==> src/rtl/companion_pkg.sv <==
// Shared types and constants for the companion stat scheduler.
// Holds the FSM encoding, the default stat count and the stat index names.
package companion_pkg;

    typedef enum logic [1:0] {
        ST_STOPPED = 2'd0,
        ST_RUNNING = 2'd1,
        ST_PAUSED  = 2'd2
    } sched_state_e;

    localparam int DEFAULT_NUM_STATS = 3;

    localparam int STAT_HUNGER = 0;
    localparam int STAT_ENERGY = 1;
    localparam int STAT_JOY    = 2;

    // Counter width that never collapses to zero bits.
    function automatic int clog2_min1(input int value);
        return (value <= 1) ? 1 : $clog2(value);
    endfunction

endpackage

==> src/rtl/companion_rr_arbiter.sv <==
// N-way round-robin arbiter: one-hot grant from a pending vector.
// The search starts at the stored pointer, which moves past each winner.
module companion_rr_arbiter
    import companion_pkg::*;
#(
    parameter int N     = DEFAULT_NUM_STATS,
    parameter int PTR_W = clog2_min1(N)
) (
    input  logic         clk,
    input  logic         rst,
    input  logic         en,
    input  logic [N-1:0] pending,
    output logic [N-1:0] grant
);

    logic [PTR_W-1:0] ptr;
    logic [PTR_W-1:0] next_ptr;
    logic             found;
    int               idx;

    always_comb begin
        grant    = '0;
        next_ptr = ptr;
        found    = 1'b0;
        idx      = 0;
        for (int k = 0; k < N; k++) begin
            idx = (int'(ptr) + k) % N;
            if (en && !found && pending[idx]) begin
                grant[idx] = 1'b1;
                next_ptr   = PTR_W'((idx + 1) % N);
                found      = 1'b1;
            end
        end
    end

    always_ff @(posedge clk or negedge rst) begin
        if (!rst) begin
            ptr <= '0;
        end else if (found) begin
            ptr <= next_ptr;
        end
    end

endmodule

==> src/rtl/companion_stat_scheduler.sv <==
// Issues per-stat decay ticks from a shared prescaler and arbitrates user
// refresh requests onto one-hot refresh pulses; a stat never gets both at once.
module companion_stat_scheduler
    import companion_pkg::*;
#(
    parameter int NUM_STATS      = DEFAULT_NUM_STATS,
    parameter int TICK_PERIOD    = 1000,
    parameter int INTERVAL_W     = 8,
    parameter int COOLDOWN_TICKS = 4
) (
    input  logic                                clk,
    input  logic                                rst,
    input  logic                                start,
    input  logic                                pause,
    input  logic                                cfg_we,
    input  logic [clog2_min1(NUM_STATS)-1:0]    cfg_sel,
    input  logic [INTERVAL_W-1:0]               cfg_data,
    input  logic [NUM_STATS-1:0]                req,
    output logic [NUM_STATS-1:0]                tick,
    output logic [NUM_STATS-1:0]                refresh,
    output logic [NUM_STATS-1:0]                req_ack,
    output logic [NUM_STATS-1:0]                req_reject,
    output logic                                running
);

    localparam int SEL_W = clog2_min1(NUM_STATS);
    localparam int PRE_W = clog2_min1(TICK_PERIOD);
    localparam int CD_W  = clog2_min1(COOLDOWN_TICKS + 1);

    sched_state_e           state;
    logic [PRE_W-1:0]       pre;
    logic                   base_tick;
    logic [INTERVAL_W-1:0]  interval [NUM_STATS];
    logic [INTERVAL_W-1:0]  cnt      [NUM_STATS];
    logic [CD_W-1:0]        cooldown [NUM_STATS];
    logic [NUM_STATS-1:0]   tick_due;
    logic [NUM_STATS-1:0]   pending;
    logic [NUM_STATS-1:0]   cd_busy;
    logic [NUM_STATS-1:0]   accept;
    logic [NUM_STATS-1:0]   eff_pending;
    logic [NUM_STATS-1:0]   grant;
    logic [NUM_STATS-1:0]   wrap;
    logic [NUM_STATS-1:0]   tick_emit;

    // Request handshake: req[i] is a one-cycle pulse from the UI. Exactly one
    // cycle later it is answered by req_reject[i] (stat cooling down) or it is
    // held pending until a grant, signalled by refresh[i] together with req_ack[i].
    // Nothing is answered while STOPPED. Repeats while pending merge.
    assign running   = (state == ST_RUNNING);
    assign base_tick = running && (pre == PRE_W'(TICK_PERIOD - 1));
    assign req_ack   = refresh;

    always_comb begin
        cd_busy   = '0;
        wrap      = '0;
        tick_emit = '0;
        for (int i = 0; i < NUM_STATS; i++) begin
            cd_busy[i]   = (cooldown[i] != '0);
            wrap[i]      = base_tick && (interval[i] != '0) &&
                           (cnt[i] == interval[i] - INTERVAL_W'(1));
            // A grant this cycle pushes the decay pulse back by one cycle.
            tick_emit[i] = tick_due[i] && running && !grant[i];
        end
        accept      = (state != ST_STOPPED) ? (req & ~cd_busy) : '0;
        eff_pending = pending | accept;
    end

    companion_rr_arbiter #(
        .N (NUM_STATS)
    ) u_arbiter (
        .clk     (clk),
        .rst     (rst),
        .en      (running),
        .pending (eff_pending),
        .grant   (grant)
    );

    always_ff @(posedge clk or negedge rst) begin
        if (!rst) begin
            state <= ST_STOPPED;
        end else begin
            case (state)
                ST_STOPPED: if (start)  state <= ST_RUNNING;
                ST_RUNNING: if (pause)  state <= ST_PAUSED;
                ST_PAUSED:  if (!pause) state <= ST_RUNNING;
                default:                state <= ST_STOPPED;
            endcase
        end
    end

    always_ff @(posedge clk or negedge rst) begin
        if (!rst) begin
            pre        <= '0;
            tick_due   <= '0;
            pending    <= '0;
            tick       <= '0;
            refresh    <= '0;
            req_reject <= '0;
            for (int i = 0; i < NUM_STATS; i++) begin
                interval[i] <= '0;
                cnt[i]      <= '0;
                cooldown[i] <= '0;
            end
        end else begin
            if (running) begin
                pre <= base_tick ? '0 : pre + PRE_W'(1);
            end
            tick_due   <= (tick_due & ~tick_emit) | wrap;
            pending    <= (state == ST_STOPPED) ? '0 : (eff_pending & ~grant);
            tick       <= tick_emit;
            refresh    <= grant;
            req_reject <= (state != ST_STOPPED) ? (req & cd_busy) : '0;
            for (int i = 0; i < NUM_STATS; i++) begin
                if (cfg_we && (cfg_sel == SEL_W'(i))) begin
                    interval[i] <= cfg_data;
                    cnt[i]      <= '0;
                end else if (wrap[i]) begin
                    cnt[i] <= '0;
                end else if (base_tick && (interval[i] != '0)) begin
                    cnt[i] <= cnt[i] + INTERVAL_W'(1);
                end
                if (grant[i]) begin
                    cooldown[i] <= CD_W'(COOLDOWN_TICKS);
                end else if (base_tick && cd_busy[i]) begin
                    cooldown[i] <= cooldown[i] - CD_W'(1);
                end
            end
        end
    end

endmodule

==> config.mk <==
export PLATFORM = sky130hd
export DESIGN_NAME = companion_stat_scheduler
export DESIGN_NICKNAME = d
export VERILOG_FILES = /design/src/rtl/companion_pkg.sv /design/src/rtl/companion_rr_arbiter.sv /design/src/rtl/companion_stat_scheduler.sv
export SDC_FILE = /design/constraint.sdc
export NUM_CORES = 1
export LEC_CHECK = 0
export ABC_AREA = 1
export CAP_MARGIN = 10
export CORE_AREA = 3 3 127 129
export CTS_BUF_LIST = sky130_fd_sc_hd__clkbuf_4 sky130_fd_sc_hd__clkbuf_8 sky130_fd_sc_hd__clkbuf_16
export CTS_CLUSTER_SIZE = 14
export DETAILED_ROUTE_END_ITERATION = 8
export DIE_AREA = 0 0 130 132
export DONT_BUFFER_PORTS = 1
export PLACE_DENSITY = 0.59
export SYNTH_ARGS = -nofsm -noshare
export SYNTH_HDL_FRONTEND = slang
export SYNTH_SLANG_ARGS = --single-unit
==> constraint.sdc <==
create_clock -name clk -period 12.6 [get_ports clk]
set_clock_uncertainty 0.15 [all_clocks]
set_input_delay 2.52 -clock clk [delete_from_list [all_inputs] [get_ports clk]]
set_output_delay 2.52 -clock clk [all_outputs]
set_load 0.02 [all_outputs]
# --- Yosys cells after proc, flatten, opt, wreduce, memory -nomap -nowiden ---
# Cells that the tools add are included.
op_classes:
  n_mux: 47
  magnitude_cmp: 6
  reduce_logical: 50
  bitwise_logic: 11
  addsub: 15
  n_eq_ne: 11
  div_mod_pow: 6
ops:
  columns: ["operator", "n"]
  rows:
  - ["$mod A32 B3 Y32 const B", 5]
  - ["$add A32 B2 Y32 const B", 3]
  - ["$ge A32 B1 Y1 const B", 3]
  - ["$lt A32 B4 Y1 const B", 3]
  - ["$mux W8", 9]
  - ["$mux W3", 12]
  - ["$mod A3 B3 Y32 const B", 1]
  - ["$logic_and A1 B1 Y1", 27]
  - ["$add A8 B1 Y8 const B", 3]
  - ["$eq A8 B8 Y1", 3]
  - ["$reduce_bool A8 Y1", 3]
  - ["$sub A8 B1 Y8 const B", 3]
  - ["$reduce_bool A3 Y1", 7]
  - ["$and A3 B3 Y3", 4]
  - ["$mux W1", 12]
  - ["$mux W2", 6]
  - ["$or A3 B3 Y3", 4]
  - ["$add A10 B1 Y10 const B", 1]
  - ["$eq A10 B10 Y1 const B", 1]
  - ["$mux W10", 1]
  - ["$not A3 Y3", 3]
  - ["$sub A3 B1 Y3 const B", 3]
  - ["$reduce_bool A2 Y1", 4]
  - ["$bmux W1 S2", 3]
  - ["11 further kinds", 22]
totals:
  ff_bits: 86
  out_inout_bits: 13
  elab_cells: 163

# --- Depth between registers and ports, before layout ---
# Gate-level depths: netlist of run 1.
logic_depth:
  ltp_word: 23
  depth_mapped: 51

# --- Hierarchy ---
# From an unflattened synthesis of run 1, not the netlist that was laid out.
hier_totals:
  hier_cells: 955
  area_unflattened_um2: 6642.6
modules_own_cells:
  columns: ["module", "n_inst", "cells_each", "seq_area_each_um2", "area_per_inst_um2"]
  rows:
  - ["companion_stat_scheduler", 1, 730, 2102.0, 5175.0]
  - ["companion_rr_arbiter", 1, 225, 50.0, 1467.7]

# --- Worst setup path before layout of run 1 ---
# No wires, ideal clock.
synth_path:
  kind: "input to register"
  startpoint: "input port req[2]"
  endpoint: "register u_arbiter.ptr[1]"
  setup_slack_ps: 5737
  n_path_buf: 0
  arrival_time_ps: 6597
  cell_stages: 44
  required_ps: 12334
  setup_ps: 116
  path_cell_list: "nand3_2 > nand2_2 > nand2_1 > nand2_1 > nand2_1 > nor2_2 > nand2_1 > nand2_1 > o21ai_0 > a21oi_1 > inv_1 > ha_1 > nand3_1 > nand2_2 > nor2_1 > nand3_1 > nand3_1 > nand2_1 > [... 8 more ...] > nand2_2 > nand2_1 > nand2_2 > ha_1 > nand3b_1 > nor2_1 > nand2_1 > nand2_1 > inv_1 > ha_1 > inv_1 > nand3_2 > nand2_1 > nand2_1 > nand3_1 > nand2_1 > nand2_1 > nand2_1"
synth_between:
  elab_chain_cells: 17
synth_lines:
  columns: ["item", "line_no", "text"]
  rows:
  - ["from (decl)", "companion_stat_scheduler.sv:18", "input logic [NUM_STATS-1:0] req,"]
  - ["$and A3 B3 Y3 *", "companion_stat_scheduler.sv:64", "accept = (state != ST_STOPPED) ? (req & ~cd_busy) : '0;"]
  - ["$mux W3 *", "companion_stat_scheduler.sv:64", null]
  - ["$or A3 B3 Y3 *", "companion_stat_scheduler.sv:65", "eff_pending = pending | accept;"]
  - ["$bmux W1 S2", "companion_rr_arbiter.sv:28", "if (en && !found && pending[idx]) begin"]
  - ["$mux W1 (implied by the code) (2 in series)", "companion_rr_arbiter.sv:28", null]
  - ["$logic_and A1 B1 Y1", "companion_rr_arbiter.sv:28", null]
  - ["$mux W1", "companion_rr_arbiter.sv:28", null]
  - ["$logic_not A1 Y1", "companion_rr_arbiter.sv:28", null]
  - ["$logic_and A1 B1 Y1 (2 in series)", "companion_rr_arbiter.sv:28", null]
  - ["$mux W1", "companion_rr_arbiter.sv:28", null]
  - ["$logic_not A1 Y1", "companion_rr_arbiter.sv:28", null]
  - ["$logic_and A1 B1 Y1 (2 in series)", "companion_rr_arbiter.sv:28", null]
  - ["$reduce_bool A3 Y1 (no line) / $mux W1 (equally long branches)", null, null]
  - ["$reduce_and A2 Y1 (no line)", null, null]
  - ["to (signal assigned)", "companion_rr_arbiter.sv:40", "ptr <= next_ptr;"]
  - ["to (decl)", "companion_rr_arbiter.sv:16", "logic [PTR_W-1:0] ptr;"]
# Every way passes the cells marked *; elsewhere a longest branch is shown, timed or not. The select of a mux whose other input is x is not followed.
# A chain may end at the register's enable or synchronous reset.

# --- Final worst setup path of run 1 ---
# Ends and elaborated chain as after synthesis.

==> results.cfg, run 1 <==
[floorplanning]
core_um2 = 15100
die_w_um = 130
start_util_pct = 38.6
die-area_um2 = 17200
row_count = 45
fp.dieH_um = 132
ios = 31

[worst_setup_path]
crit_end = u_arbiter.ptr[1]
cpMostUsedCell = nand2_1
startpoint = req[2]
reg2reg_from = u_arbiter.ptr[1]
required_ns = 12.69
r2r-end = u_arbiter.ptr[1]
path_max_fanout = 5
rrSetupSlack_ns = 6.66
cp_slowest_cell = o21ai_0
arrival_ns = 7.16
setup.worst_path.class = in2reg
crit_path_start_kind = input pin
crit_path_max_incr_delay_ns = 0.24
endpoint_kind = flop
worst-r2r-cell-count = 46

[final_layout]
n_fill_cell = 1547
n_antenna_cell = 0
drive_gt1_share_pct = 9.95
area_growth_pct = 8.30
final_nets = 819

[power_and_ir_drop]
seqPwrFrac_pct = 25.4
p_sw_share_pct = 48.6
p_comb_share_pct = 57.7
max-vdd-ir-drop_mv = 0.0899
power.share.clock_pct = 16.9
p_leak_nw = 3.14
power_switching_uw = 708
powerDensity_nw_per_um2 = 230
intPower_uw = 749

[sta]
tns_ns = 0
rsz0062_at_grt = false
slew_headroom_pct = 49.6
slew_violations = 0
worstMarginPinSlew_ns = 0.755
setup-violations-final = 0
fmax_mhz = 142
fin_crit_sh_pct = 56.1
hold_viol_final = 0
finalCriticalPeriod_ns = 7.06
hold_slack_ns = 0.327

[drt]
ant_nets = 0
drc = 0
via_per_inst = 4.94
finalWirelength_um = 11900
num_vias = 4757
dr.first_iter.drc_count = 258
first_pass_iters = 5
routedWlPerCell_um = 12.4

[global_routing]
grt_pass1_vias = 4404
antenna_found_initial = 0
grt_max_degree = 87
grt_pass1_wl_um = 20800
overflow = 0
grt_util_all_layers_pct = 14.6

[clock_tree]
cts_hold_buf = 0
ctsResizeCount = 0
clk_latency_ns = 0.35
cts_setup_buffers = 0
cts_root_buf = clkbuf_16
cts_tree = yes
cts_buffers = 9
h-tree-depth = 3
cts_sinks = 86
path_clk_slew_ns = 0.06
cts_max_path_buffers = 2

[yosys]
yosysMostFrequentCell = nand2_1
synth.distinct_cells = 48
ys_top_cells_by_area = dfrtp_1 (37%), nand2_1 (9.7%), inv_1 (7.2%)
synth_cells = 763
syn_nets = 813
synth_top_area_cell = dfrtp_1
synth_ff_type = dfrtp_1
synth_edf_count = 0
ys_seq_area_share_pct = 36.8
syn_avg_cell_area_um2 = 7.67
syn_area_um2 = 5850
synthArstFlopShare_pct = 100
netlist_top_cells_count = nand2_1 (151), inv_1 (112), dfrtp_1 (86), nor2_1 (68), nand3_1 (53)
synth_warnings = 0
yosysTopAreaCellShare_pct = 36.8
ys_seq_elements = 86

[placement]
placement.io_buffers = 0
place_hpwl_um = 8980
gp_congestion = 0.833

[status]
status = completed

[flow_run]
maxCapViolations = 0

[hold_path]
min_path_type = reg2reg
-- cell families (layout without fill, tap and decap cells) --
group	count (synthesis)	after routing	synth area share, %
AO/OA/AOI/OAI	107	107	11.2
XOR/XNOR	56	56	8.51
adder cells (fa/ha/maj)	32	32	6.84
buffers and inverters	130	141	8.58
flip-flops	86	86	36.8
AND/OR/NAND/NOR	352	352	28.1
-- through the flow --
step	std cells	setup WS [ns]	power (mW)	area [um^2]	util [%]
2_1_floorplan	763	5.74	1.08	5850	-
6_report	962	5.54	1.46	6330	41.8
3_5_place_dp	946	5.20	1.22	6060	40.0
5_1_grt	962	4.85	1.61	6330	41.8
4_1_cts	962	5.56	1.47	6330	41.8
3_3_place_gp	946	5.30	1.21	6060	40.0
-- power by group through the flow --
stage	registers, mW	clock network [mW]	logic (mW)
2_1_floorplan	0.361	0	0.716
3_3_place_gp	0.375	0	0.837
3_5_place_dp	0.376	0	0.840
4_1_cts	0.370	0.256	0.845
5_1_grt	0.377	0.268	0.966
6_report	0.370	0.247	0.840
-- final cells by class --
class	instances	area [um^2]	share of cell area [%]
Multi-Input combinational cell	547	3200	50.4
Sequential cell	86	2150	34.0
Clock buffer	10	239	3.77
Clock inverter	6	37.5	0.593
Tap cell	188	235	3.71
Timing Repair Buffer	1	7.51	0.119
Inverter	124	468	7.39
-- registers in the layout, indices dropped and copies added (netlist names) --
register	flops
tick_due	3
u_arbiter.ptr	2
refresh	3
pre	10
pending	3
state	2
cooldown	9
interval	24
cnt	24
tick	3
req_reject	3
-- metal layers --
layer,vias to the layer above,track usage [%],routed length [um]
met3,13,3.44,533
met1,2172,20.8,5920
li1,2490,-,-
met5,-,0,0
met2,82,22.6,5370
met4,0,3.46,125
-- worst min path at each step --
stage	startpoint	to	slack, ns	cells past startpoint
after detailed placement	pre[9]	pre[9]	0.32	1
after global placement	pre[9]	pre[9]	0.30	1
after global routing	pre[9]	pre[9]	0.35	1
after floorplan	pre[9]	pre[9]	0.28	1
final	pre[9]	pre[9]	0.33	1
after CTS	pre[9]	pre[9]	0.33	1
-- worst max-delay path: cells and delay by family --
kind / cells / cell delay (ns)
AOI/OAI and AO/OA: 4 / 0.72
adders and majority gates: 4 / 0.81
buffers and inverters: 6 / 0.48
and+or+nand+nor: 30 / 2.63
-- placed cells by master (no fill, tap or decap), types with 13 or more instances in the layout --
master,instances
nand2_1,151
inv_1,112
dfrtp_1,86
nor2_1,68
nand3_1,53
o21ai_0,45
xor2_1,38
ha_1,32
nor3_1,19
a21oi_1,18
xnor2_1,17
nand2_2,14
o22ai_1,13
No activity file was read; power rests on OpenSTA's default activity.
==> inputs of run 2 (changes only) <==
==> constraint.sdc (replaced) <==
create_clock -name clk -period 7.4 [get_ports clk]
set_clock_uncertainty 0.15 [all_clocks]
set_input_delay 1.48 -clock clk [delete_from_list [all_inputs] [get_ports clk]]
set_output_delay 1.48 -clock clk [all_outputs]
set_load 0.02 [all_outputs]
==> run 2 against run 1 <==
  * Sequential power grew 71%
  * Final cell count stayed put
  * Clock power is 100% higher
  * Hold slack lost 0.011 ns
  * Critical endpoint unchanged
==> results.cfg, run 2 (synthesized netlist as in run 1, its figures left out) <==
[floorplanning]
row_count = 45
core_um2 = 15100
ios = 31
die-area_um2 = 17200
fp.dieH_um = 132
die_w_um = 130
start_util_pct = 38.6

[hold_path]
min_path_type = reg2reg
holdCritStartpoint = pre[9]

[power_and_ir_drop]
seqPwrFrac_pct = 24.8
power.share.clock_pct = 19.4
p_sw_share_pct = 46.8
intPower_mw = 1.35
powerDensity_nw_per_um2 = 398
max-vdd-ir-drop_mv = 0.178
p_comb_share_pct = 55.8
p_leak_nw = 3.17
power_switching_mw = 1.19

[status]
status = completed

[global_routing]
grt_max_degree = 87
grt_util_all_layers_pct = 14.8
antenna_found_initial = 0
grt_pass1_wl_um = 20900
grt_pass1_vias = 4536
overflow = 0

[drt]
num_vias = 4694
drc = 0
via_per_inst = 4.88
finalWirelength_um = 11900
ant_nets = 0
first_pass_iters = 6
dr.first_iter.drc_count = 231
routedWlPerCell_um = 12.3

[clock_tree]
cts_tree = yes
h-tree-depth = 3
cts_hold_buf = 0
cts_buffers = 9
cts_sinks = 86
ctsResizeCount = 0
cts_max_path_buffers = 2
path_clk_slew_ns = 0.06
cts_setup_buffers = 0
cts_root_buf = clkbuf_16
clk_latency_ns = 0.34

[worst_setup_path]
cp_slowest_cell = nand3_4
cpMostUsedCell = nand2_1
required_ns = 7.48
rrSetupSlack_ns = 1.50
reg2reg_from = state[1]
endpoint_kind = flop
arrival_ns = 6.08
startpoint = req[0]
crit_end = u_arbiter.ptr[1]
path_max_fanout = 8
r2r-end = u_arbiter.ptr[1]
crit_path_max_incr_delay_ns = 0.24
setup.worst_path.class = in2reg
worst-r2r-cell-count = 41
crit_path_start_kind = input pin

[final_layout]
final_nets = 819
n_antenna_cell = 0
top_regs = cnt (24), interval (24), pre (10)
n_fill_cell = 1533
final_cell_mix = nand2_1 (151), inv_1 (112), dfrtp_1 (86)
drive_gt1_share_pct = 9.95
layout_commonest_cell = nand2_1
fin_area_um2 = 6390
area_growth_pct = 9.20

[sta]
fin_crit_sh_pct = 81.0
setup-violations-final = 0
worstMarginPinSlew_ns = 0.754
fmax_mhz = 167
slew_violations = 0
rsz0062_at_grt = false
tns_ns = 0
finalCriticalPeriod_ns = 5.99
hold_viol_final = 0
slew_headroom_pct = 49.7

[placement]
place_hpwl_um = 8990
placement.io_buffers = 0
placed_cell_area_um2 = 6060
gp_congestion = 0.809

[flow_run]
maxCapViolations = 0
==> run 2: changes by cell type in the layout (fill, tap and decap cells not counted), sizes merged <==
cell      change
clkbuf        +3
clkinv        -3
bufinv        +2
clkinvlp      -2
==> run 2: power by group through the flow <==
| stage | Combinational (mW) | Clock [mW] | Sequential, mW |
|---|---|---|---|
| after floorplan | 1.22 | 0 | 0.615 |
| after global placement | 1.43 | 0 | 0.639 |
| after detailed placement | 1.42 | 0 | 0.640 |
| after CTS | 1.43 | 0.511 | 0.632 |
| after global routing | 1.66 | 0.532 | 0.644 |
| final | 1.42 | 0.495 | 0.631 |
==> run 2: worst min-delay path by stage <==
stage,to,slack (ns),depth (start not counted)
floorplan,pre[9],0.28,1
global placement,pre[9],0.31,1
detailed placement,pre[9],0.31,1
CTS,pre[9],0.32,1
global route,pre[9],0.34,1
finish,pre[9],0.32,1
==> run 2: metrics by stage <==
stage	total power, mW	hold WS, ns	worst slack [ns]	utilization, %	instances
6_report	2.54	0.316	1.41	42.2	962
4_1_cts	2.57	0.317	1.41	42.2	962
5_1_grt	2.84	0.341	0.726	42.2	962
3_3_place_gp	2.07	0.308	1.18	40.0	946
3_5_place_dp	2.06	0.311	1.07	40.0	946
2_1_floorplan	1.83	0.283	1.58	-	763
==> run 2: layout make-up <==
cell class / count / area (um^2) / share of cell area, %
multi-input cells: 547 / 3200 / 50.0
flip-flops and latches: 86 / 2150 / 33.7
inverters: 124 / 468 / 7.33
clock buffers: 13 / 262 / 4.09
well taps: 188 / 235 / 3.68
clock inverters: 3 / 67.6 / 1.06
repair buffers: 1 / 7.51 / 0.118
==> run 2: critical path, delay by kind of cell <==
kind,cells,cell delay (ns)
AND/OR/NAND/NOR,31,2.85
adder cells (fa/ha/maj),4,0.81
buffers and inverters,7,0.56
AO/OA/AOI/OAI,2,0.37
==> run 2: per-layer routing <==
layer / up-vias / part of all wire, % / wire (um) / track usage, %
met3: 13 / 3.9 / 463 / 3.85
met1: 2123 / 50 / 5900 / 20.3
met2: 69 / 45 / 5370 / 23.4
met4: 0 / 1.1 / 132 / 3.52
met5: - / 0 / 0 / 0
li1: 2489 / - / - / -
